<file path="config.mk">
export PLATFORM = sky130hd
export DESIGN_NAME = adc_scan_controller_flat
export DESIGN_NICKNAME = d
export VERILOG_FILES = /design/src/rtl/adc_pkg.sv /design/src/rtl/adc_scan_controller_if.sv /design/src/rtl/adc_rr_next.sv /design/src/rtl/adc_scan_controller.sv /design/src/flat_wrapper.sv
export SDC_FILE = /design/constraint.sdc
export NUM_CORES = 1
export LEC_CHECK = 0
export CORE_UTILIZATION = 55
export CTS_BUF_LIST = sky130_fd_sc_hd__clkbuf_16
export CTS_CLUSTER_SIZE = 25
export DETAILED_ROUTE_END_ITERATION = 7
export PLACE_DENSITY = 0.84
export RECOVER_POWER = 100
export SLEW_MARGIN = 10
export SYNTH_ARGS = -nofsm -noshare
export SYNTH_HDL_FRONTEND = slang
export SYNTH_SLANG_ARGS = --single-unit
export TNS_END_PERCENT = 20
</file>
<file path="constraint.sdc">
create_clock -name clk -period 3.9 [get_ports clk]
set_input_delay 0.975 -clock clk [delete_from_list [all_inputs] [get_ports clk]]
set_output_delay 0.975 -clock clk [all_outputs]
set_load 0.005 [all_outputs]
</file>
<file path="src/rtl/adc_pkg.sv">
// -----------------------------------------------------------------------------
// adc_pkg
// Definitions shared by the ADC scan controller:
//   - FSM state encoding, kept as plain localparam constants
//   - overrange codes (+127 / -127) of the 8-bit signed flash converter
//   - width helper for channel indices, and the overrange test
// -----------------------------------------------------------------------------
package adc_pkg;

   typedef logic [2:0] state_t;

   localparam state_t ST_IDLE      = 3'd0;
   localparam state_t ST_SETTLE    = 3'd1;
   localparam state_t ST_CONVERT   = 3'd2;
   localparam state_t ST_HOLD      = 3'd3;
   localparam state_t ST_STOP_WAIT = 3'd4;

   // Codes the converter produces when its input clips.
   localparam logic [7:0] ADC_OVR_POS = 8'h7F;  // +127
   localparam logic [7:0] ADC_OVR_NEG = 8'h81;  // -127

   // Bits needed to index n channels (never less than one).
   function automatic int ch_width(input int n);
      return (n > 1) ? $clog2(n) : 1;
   endfunction

   function automatic logic is_ovr(input logic [7:0] sample);
      return (sample == ADC_OVR_POS) || (sample == ADC_OVR_NEG);
   endfunction

endpackage

</file>
<file path="src/rtl/adc_scan_controller_if.sv">
// -----------------------------------------------------------------------------
// adc_scan_controller_if
// Result stream of the scan controller: valid/ready handshake carrying the
// channel tag, the captured sample and the overrange flag.
//   master : the controller (drives valid/data, receives ready)
//   slave  : the result consumer
// -----------------------------------------------------------------------------
interface adc_scan_controller_if #(
   parameter int CH_W = 2
);
   logic            res_valid;
   logic            res_ready;
   logic [CH_W-1:0] res_ch;
   logic [7:0]      res_data;
   logic            res_ovr;

   modport master (
      output res_valid, res_ch, res_data, res_ovr,
      input  res_ready
   );

   modport slave (
      input  res_valid, res_ch, res_data, res_ovr,
      output res_ready
   );
endinterface

</file>
<file path="src/rtl/adc_rr_next.sv">
// -----------------------------------------------------------------------------
// adc_rr_next
// Combinational round-robin finder: returns the lowest enabled channel above
// cur_i. When no enabled channel lies above cur_i, it returns the lowest
// enabled channel and raises wrap_o.
//   mask_i : per-channel enable mask
//   cur_i  : current channel index
//   nxt_o  : next enabled channel index
//   wrap_o : 1 when cur_i was at or above the highest enabled channel
// -----------------------------------------------------------------------------
module adc_rr_next
   import adc_pkg::*;
#(
   parameter  int NUM_CH = 4,
   localparam int CH_W   = ch_width(NUM_CH)
) (
   input  logic [NUM_CH-1:0] mask_i,
   input  logic [CH_W-1:0]   cur_i,
   output logic [CH_W-1:0]   nxt_o,
   output logic              wrap_o
);

   always_comb begin
      // NOTE: every output gets a default before any conditional assignment,
      // so no path through the block leaves it unassigned (no latch inferred).
      nxt_o  = '0;
      wrap_o = 1'b1;
      // Descending scans: the last hit is the lowest matching index.
      for (int i = NUM_CH - 1; i >= 0; i--) begin
         if (mask_i[i]) nxt_o = CH_W'(i);
      end
      for (int i = NUM_CH - 1; i >= 0; i--) begin
         if (mask_i[i] && (i > int'(cur_i))) begin
            nxt_o  = CH_W'(i);
            wrap_o = 1'b0;
         end
      end
   end

endmodule

</file>
<file path="src/rtl/adc_scan_controller.sv">
// -----------------------------------------------------------------------------
// adc_scan_controller
// Scans up to NUM_CH analog channels through one 8-bit flash converter.
// For each enabled channel it selects the mux, waits SETTLE_CYC cycles,
// holds the convert strobe for CONV_CYC cycles, captures the sample and
// offers it on the result handshake. It runs one pass, or loops when
// `continuous` is set, until the pass ends or a stop request arrives.
// Ports:
//   clk, rst_n   : clock, asynchronous active-low reset
//   start        : one-cycle pulse that begins a scan (ignored while busy)
//   continuous   : restart after the last channel (sampled at start)
//   chan_en      : per-channel enable mask (sampled at start)
//   stop         : ends the scan after the next delivered result
//   adc_data     : signed converter output
//   adc_ch_sel   : analog mux select
//   adc_conv     : high while a conversion is in progress
//   busy         : high in every state except IDLE
//   res_if       : result handshake (valid/ready, channel, data, overrange)
// -----------------------------------------------------------------------------
module adc_scan_controller
   import adc_pkg::*;
#(
   parameter  int NUM_CH     = 4,
   parameter  int SETTLE_CYC = 2,
   parameter  int CONV_CYC   = 10,
   localparam int CH_W       = ch_width(NUM_CH)
) (
   input  logic                 clk,
   input  logic                 rst_n,
   input  logic                 start,
   input  logic                 continuous,
   input  logic [NUM_CH-1:0]    chan_en,
   input  logic                 stop,
   input  logic [7:0]           adc_data,
   output logic [CH_W-1:0]      adc_ch_sel,
   output logic                 adc_conv,
   output logic                 busy,
   adc_scan_controller_if.master res_if
);

   // Counters load N-1 and the state moves on when they reach zero,
   // giving exactly N cycles in each timed state.
   localparam logic [7:0] SETTLE_LOAD = 8'(SETTLE_CYC - 1);
   localparam logic [7:0] CONV_LOAD   = 8'(CONV_CYC - 1);

   state_t              state_q,    state_d;
   logic [7:0]          cnt_q,      cnt_d;
   logic [CH_W-1:0]     ch_sel_q,   ch_sel_d;
   logic [NUM_CH-1:0]   mask_q,     mask_d;
   logic                cont_q,     cont_d;
   logic                stop_q,     stop_d;
   logic [CH_W-1:0]     res_ch_q,   res_ch_d;
   logic [7:0]          res_data_q, res_data_d;
   logic                res_ovr_q,  res_ovr_d;

   logic [NUM_CH-1:0]   rr_mask;
   logic [CH_W-1:0]     rr_cur;
   logic [CH_W-1:0]     rr_nxt;
   logic                rr_wrap;
   logic                in_idle;
   logic                handshake;
   logic                stop_pend;

   assign in_idle   = (state_q == ST_IDLE);
   assign handshake = res_if.res_valid && res_if.res_ready;
   assign stop_pend = stop_q || stop;

   // In IDLE the finder looks at the incoming mask from "above the top
   // channel", so it wraps onto the lowest enabled channel: the first one
   // of the scan. Otherwise it steps through the mask captured at start.
   assign rr_mask = in_idle ? chan_en : mask_q;
   assign rr_cur  = in_idle ? CH_W'(NUM_CH - 1) : ch_sel_q;

   adc_rr_next #(
      .NUM_CH (NUM_CH)
   ) u_rr_next (
      .mask_i (rr_mask),
      .cur_i  (rr_cur),
      .nxt_o  (rr_nxt),
      .wrap_o (rr_wrap)
   );

   always_comb begin
      state_d    = state_q;
      cnt_d      = cnt_q;
      ch_sel_d   = ch_sel_q;
      mask_d     = mask_q;
      cont_d     = cont_q;
      res_ch_d   = res_ch_q;
      res_data_d = res_data_q;
      res_ovr_d  = res_ovr_q;

      case (state_q)
         ST_IDLE: begin
            if (start && (|chan_en)) begin
               state_d  = ST_SETTLE;
               mask_d   = chan_en;
               cont_d   = continuous;
               ch_sel_d = rr_nxt;
               cnt_d    = SETTLE_LOAD;
            end
         end
         ST_SETTLE: begin
            if (cnt_q == 8'd0) begin
               state_d = ST_CONVERT;
               cnt_d   = CONV_LOAD;
            end else begin
               cnt_d = cnt_q - 8'd1;
            end
         end
         ST_CONVERT: begin
            if (cnt_q == 8'd0) begin
               res_data_d = adc_data;
               res_ch_d   = ch_sel_q;
               res_ovr_d  = is_ovr(adc_data);
               state_d    = stop_pend ? ST_STOP_WAIT : ST_HOLD;
            end else begin
               cnt_d = cnt_q - 8'd1;
            end
         end
         ST_HOLD: begin
            if (handshake) begin
               if (stop_pend || (rr_wrap && !cont_q)) begin
                  state_d = ST_IDLE;
               end else begin
                  state_d  = ST_SETTLE;
                  ch_sel_d = rr_nxt;
                  cnt_d    = SETTLE_LOAD;
               end
            end else if (stop) begin
               state_d = ST_STOP_WAIT;
            end
         end
         ST_STOP_WAIT: begin
            if (handshake) state_d = ST_IDLE;
         end
         default: state_d = ST_IDLE;
      endcase

      // Stop requests are remembered only while busy and forgotten on the
      // way back to IDLE.
      stop_d = (stop_q || (stop && !in_idle)) && (state_d != ST_IDLE);
   end

   always_ff @(posedge clk or negedge rst_n) begin
      // NOTE: every register here is a plain flop with a reset value (there
      // is no memory array), so all of them clear on rst_n.
      if (!rst_n) begin
         state_q    <= ST_IDLE;
         cnt_q      <= '0;
         ch_sel_q   <= '0;
         mask_q     <= '0;
         cont_q     <= 1'b0;
         stop_q     <= 1'b0;
         res_ch_q   <= '0;
         res_data_q <= '0;
         res_ovr_q  <= 1'b0;
      end else begin
         // NOTE: non-blocking assignments so every flop samples the
         // pre-edge values, independent of statement order.
         state_q    <= state_d;
         cnt_q      <= cnt_d;
         ch_sel_q   <= ch_sel_d;
         mask_q     <= mask_d;
         cont_q     <= cont_d;
         stop_q     <= stop_d;
         res_ch_q   <= res_ch_d;
         res_data_q <= res_data_d;
         res_ovr_q  <= res_ovr_d;
      end
   end

   assign adc_ch_sel       = ch_sel_q;
   assign adc_conv         = (state_q == ST_CONVERT);
   assign busy             = !in_idle;
   assign res_if.res_valid = (state_q == ST_HOLD) || (state_q == ST_STOP_WAIT);
   assign res_if.res_ch    = res_ch_q;
   assign res_if.res_data  = res_data_q;
   assign res_if.res_ovr   = res_ovr_q;

endmodule

</file>
<file path="src/flat_wrapper.sv">
// flat-port wrapper written by rule: the top's interface ports become plain ports
module adc_scan_controller_flat import adc_pkg::*;
#(
   parameter  int NUM_CH     = 4,
   parameter  int SETTLE_CYC = 2,
   parameter  int CONV_CYC   = 10,
   localparam int CH_W       = ch_width(NUM_CH)
)
  (clk, rst_n, start, continuous, chan_en, stop, adc_data, adc_ch_sel, adc_conv, busy, res_if_res_valid, res_if_res_ch, res_if_res_data, res_if_res_ovr, res_if_res_ready);
  adc_scan_controller_if #(.CH_W((2))) res_if_i ();
  input  logic clk;
  input  logic rst_n;
  input  logic start;
  input  logic continuous;
  input  logic [NUM_CH-1:0] chan_en;
  input  logic stop;
  input  logic [7:0] adc_data;
  output logic [CH_W-1:0] adc_ch_sel;
  output logic adc_conv;
  output logic busy;
  output wire logic [$bits(res_if_i.res_valid)-1:0] res_if_res_valid;
  output wire logic [$bits(res_if_i.res_ch)-1:0] res_if_res_ch;
  output wire logic [$bits(res_if_i.res_data)-1:0] res_if_res_data;
  output wire logic [$bits(res_if_i.res_ovr)-1:0] res_if_res_ovr;
  input wire logic [$bits(res_if_i.res_ready)-1:0] res_if_res_ready;
  assign res_if_res_valid = res_if_i.res_valid;
  assign res_if_res_ch = res_if_i.res_ch;
  assign res_if_res_data = res_if_i.res_data;
  assign res_if_res_ovr = res_if_i.res_ovr;
  assign res_if_i.res_ready = res_if_res_ready;
  adc_scan_controller #(.NUM_CH(NUM_CH), .SETTLE_CYC(SETTLE_CYC), .CONV_CYC(CONV_CYC)) u_core (.clk(clk), .rst_n(rst_n), .start(start), .continuous(continuous), .chan_en(chan_en), .stop(stop), .adc_data(adc_data), .adc_ch_sel(adc_ch_sel), .adc_conv(adc_conv), .busy(busy), .res_if(res_if_i));
endmodule
</file>
==> results.toml <==
[power_and_ir_drop]
ir_worst_vdd_mv = 0.452
power_density_mw_per_mm2 = 816
p_leak_nw = 0.933
p_total_w = 0.00181

[cts]
clockBufferDepth = 2
cts_tree = "built"
cts_resized = 0
htree_levels = 2
clk_pin_slew_ns = 0.05
clockRootBuffer = "clkbuf_16"
post_cts_buffers = 0
worstSkewPairLatency_ns = 0.27
clock-sinks = 30
cts_made_buffers = 5
ctsHoldBuffers = 0

[worst_setup_path]
r2r_start = "u_core.cnt_q[0]"
reg2reg_slack_ns = 0.79
cp_slowest_cell = "dlygate4sd3_1"
rr_endpoint = "u_core.cnt_q[6]"
required_ns = 2.92
path_buf_inv = 2
cp_max_fo = 8
crit_chain = "nor3_1, inv_1, dlygate4sd3_1"
path_class = "flop to output pin"
critPathTopFamily = "buffers and inverters"
arrival_ns = 2.14
rr_worst_depth = 7
cp-end-kind = "output pin"
cpPeakStageDelay_ns = 0.64
crit_path_start_kind = "flop"

[detailed_routing]
routedWlPerCell_um = 16.7
drt_wl_total_um = 4100
vias = 1517
drt_iter0_drc = 93
dr.pass1.iters = 4
highest-signal-layer = "met4"
drc = 0
wl_met1_um = 1650
antenna_left = 0
wl_met2_um = 2140
wl_met3_um = 242
avgViaCountPerCell = 6.19

[logic_synthesis]
synth-compound-area-share = 0.253
synth-xor-area-share = 0
synth-adder-area-share = 0.0143
synth_fp_nets = 185
synth_edf_count = 0
synthMuxAreaShare = 0.102
synthArstFlopShare = 1.00
ys_warn_count = 0
synthSimpleGateAreaFrac = 0.173
avgSynthCellArea_um2 = 10.6
synth_top_family_by_area = "compound AO/OA/AOI/OAI gates"
synth_cells = 165
ys.flop_type = "dfrtp_1"
ys_seq_area_frac = 0.428
synth_area_mm2 = 0.00175
synth-seq-cells = 30
synth.distinct_cells = 50

[timing]
period_share = 0.799
finalClockSkew_ns = 0.00575
rsz0062_at_grt = "false"
fmax_mhz = 321
fin_setup_tns_ns = 0
finalHoldViolations = 0
slew_violations = 31
slew_headroom = -0.108
worst_pin_slew_ns = 1.66
period_minus_slack_ns = 3.12
setup_viol = 0

[place]
gp_congestion = 0.903
placed_cells = 239
hpwl_um = 3030
place_area_mm2 = 0.00212
placement.io_buffers = 33

[min_path]
min_delay_path_depth = 2
hold_start = "u_core.res_if.res_ovr"
hold_class = "flop to flop"
holdPathEnd = "u_core.res_if.res_ovr"

[layout]
nFillCells = 228
multi_input_area_um2 = 925
layoutNonFillerInstCount = 245
syn_to_final_growth_pct = 26.8
register_area_um2 = 751
diodes = 0
nNetsFinal = 222
stdcell_area_mm2 = 0.00222
drive_above_1_share = 0.154
finalCoreUtilization = 0.734

[die]
initial_core_util = 0.579
rows = 20
die_height_um = 58.5
die_area_mm2 = 0.00342
io_pins = 34
core_area_mm2 = 0.00303
die-width_um = 58.5

[job]
max_cap_viol_count = 1

[grt]
grt_max_degree = 31
first_global_vias = 1512
grt_use_total = 0.275
grt_remaining_overflow = 0
grt_pass1_wl_um = 6980
antenna_found_initial = 0

[outcome]
outcome = "complete, but fails checks"
violations = "capacitance limit, slew limit"
[state kept, by name, indices dropped and copies added, names as in the netlist]
signal	count
u_core.adc_ch_sel	2
u_core.cnt_q	8
u_core.cont_q	1
u_core.mask_q	4
u_core.res_if.res_ch	2
u_core.res_if.res_data	8
u_core.res_if.res_ovr	1
u_core.state_q	3
u_core.stop_q	1
[final cells by class]
cell class	instances	share of cell area
multi-input combinational	123	0.416
sequential	30	0.338
timing repair buffer	34	0.150
clock buffer	5	0.0563
tap	44	0.0248
inverter	8	0.0135
clock inverter	1	0.00169
[worst max-delay path by stage]
stage                 startpoint              end  slack (ns)  cells past startpoint
6_report       u_core.state_q[1]             busy        0.78                      3
5_1_grt          u_core.cnt_q[0]  u_core.cnt_q[1]        0.58                      7
4_1_cts        u_core.state_q[1]             busy        0.91                      3
3_5_place_dp          chan_en[0]  u_core.cnt_q[4]        0.97                      6
3_3_place_gp          chan_en[0]  u_core.cnt_q[4]        1.03                      6
2_1_floorplan               stop  u_core.cnt_q[5]        1.67                      5
[metal layers]
metal,global-route usage,vias to the layer above
li1,-,708
met3,0.0615,8
met2,0.483,54
met5,0,-
met4,0.129,0
met1,0.319,747
[Yosys cell counts, drive strengths merged, types with 2 or more instances]
master | instances | area (um^2)
nand2b | 3 | 18.8
a21oi | 11 | 55.1
o41ai | 6 | 93.9
o22ai | 2 | 12.5
or3 | 2 | 12.5
nor4 | 4 | 31.3
o211ai | 2 | 28.8
dfrtp | 30 | 751
buf | 4 | 21.3
nor2 | 12 | 45.0
a211oi | 2 | 15.0
or2 | 3 | 18.8
nor3b | 5 | 37.5
nand2 | 7 | 26.3
o21ai | 11 | 58.8
nor2b | 2 | 12.5
o31ai | 8 | 73.8
inv | 8 | 30.0
ha | 2 | 25.0
nor3 | 3 | 15.0
a21boi | 5 | 37.5
mux2 | 15 | 169
nand3 | 3 | 20.0
[worst min-delay path, cell delays in order, from the launching register on]
cell and delay [ns]:
dfrtp_1 0.34, nand2_1 0.05, o21ai_0 0.06
[report_power, final]
part / internal, W / leakage, nW / total (W) / switching, W
clock network: 0.000226 / 0.0632 / 0.000349 / 0.000123
registers: 0.000447 / 0.373 / 0.000582 / 0.000135
logic: 0.000433 / 0.497 / 0.000883 / 0.000450
[logic make-up after synthesis]
logic type                 after synthesis
AOI/OAI and AO/OA                       55
and+or+nand+nor                         50
DFF                                     30
muxes                                   16
adders and majority gates                2
buffers and inverters                   12
[metrics by stage]
step | setup WS [ns] | hold WS, ns
after floorplan | 1.67 | 0.473
after global routing | 0.579 | 0.523
final | 0.783 | 0.494
after detailed placement | 0.968 | 0.489
after global placement | 1.03 | 0.464
after CTS | 0.911 | 0.496
[placed cells by master, fill, tap and decap left out, types with 3 or more instances in the layout]
cell type	count
o41ai_1	3
nand2b_1	3
dfrtp_1	30
a21boi_0	4
nor3b_1	5
nand3_1	3
dlygate4sd3_1	19
a21oi_1	11
nor2_1	12
nor4_1	3
nor3_1	3
inv_1	7
clkdlybuf4s50_1	14
o21ai_0	10
nand2_1	7
o31ai_1	7
mux2_2	14
clkbuf_16	5
Power figures use the tool's default switching activity.
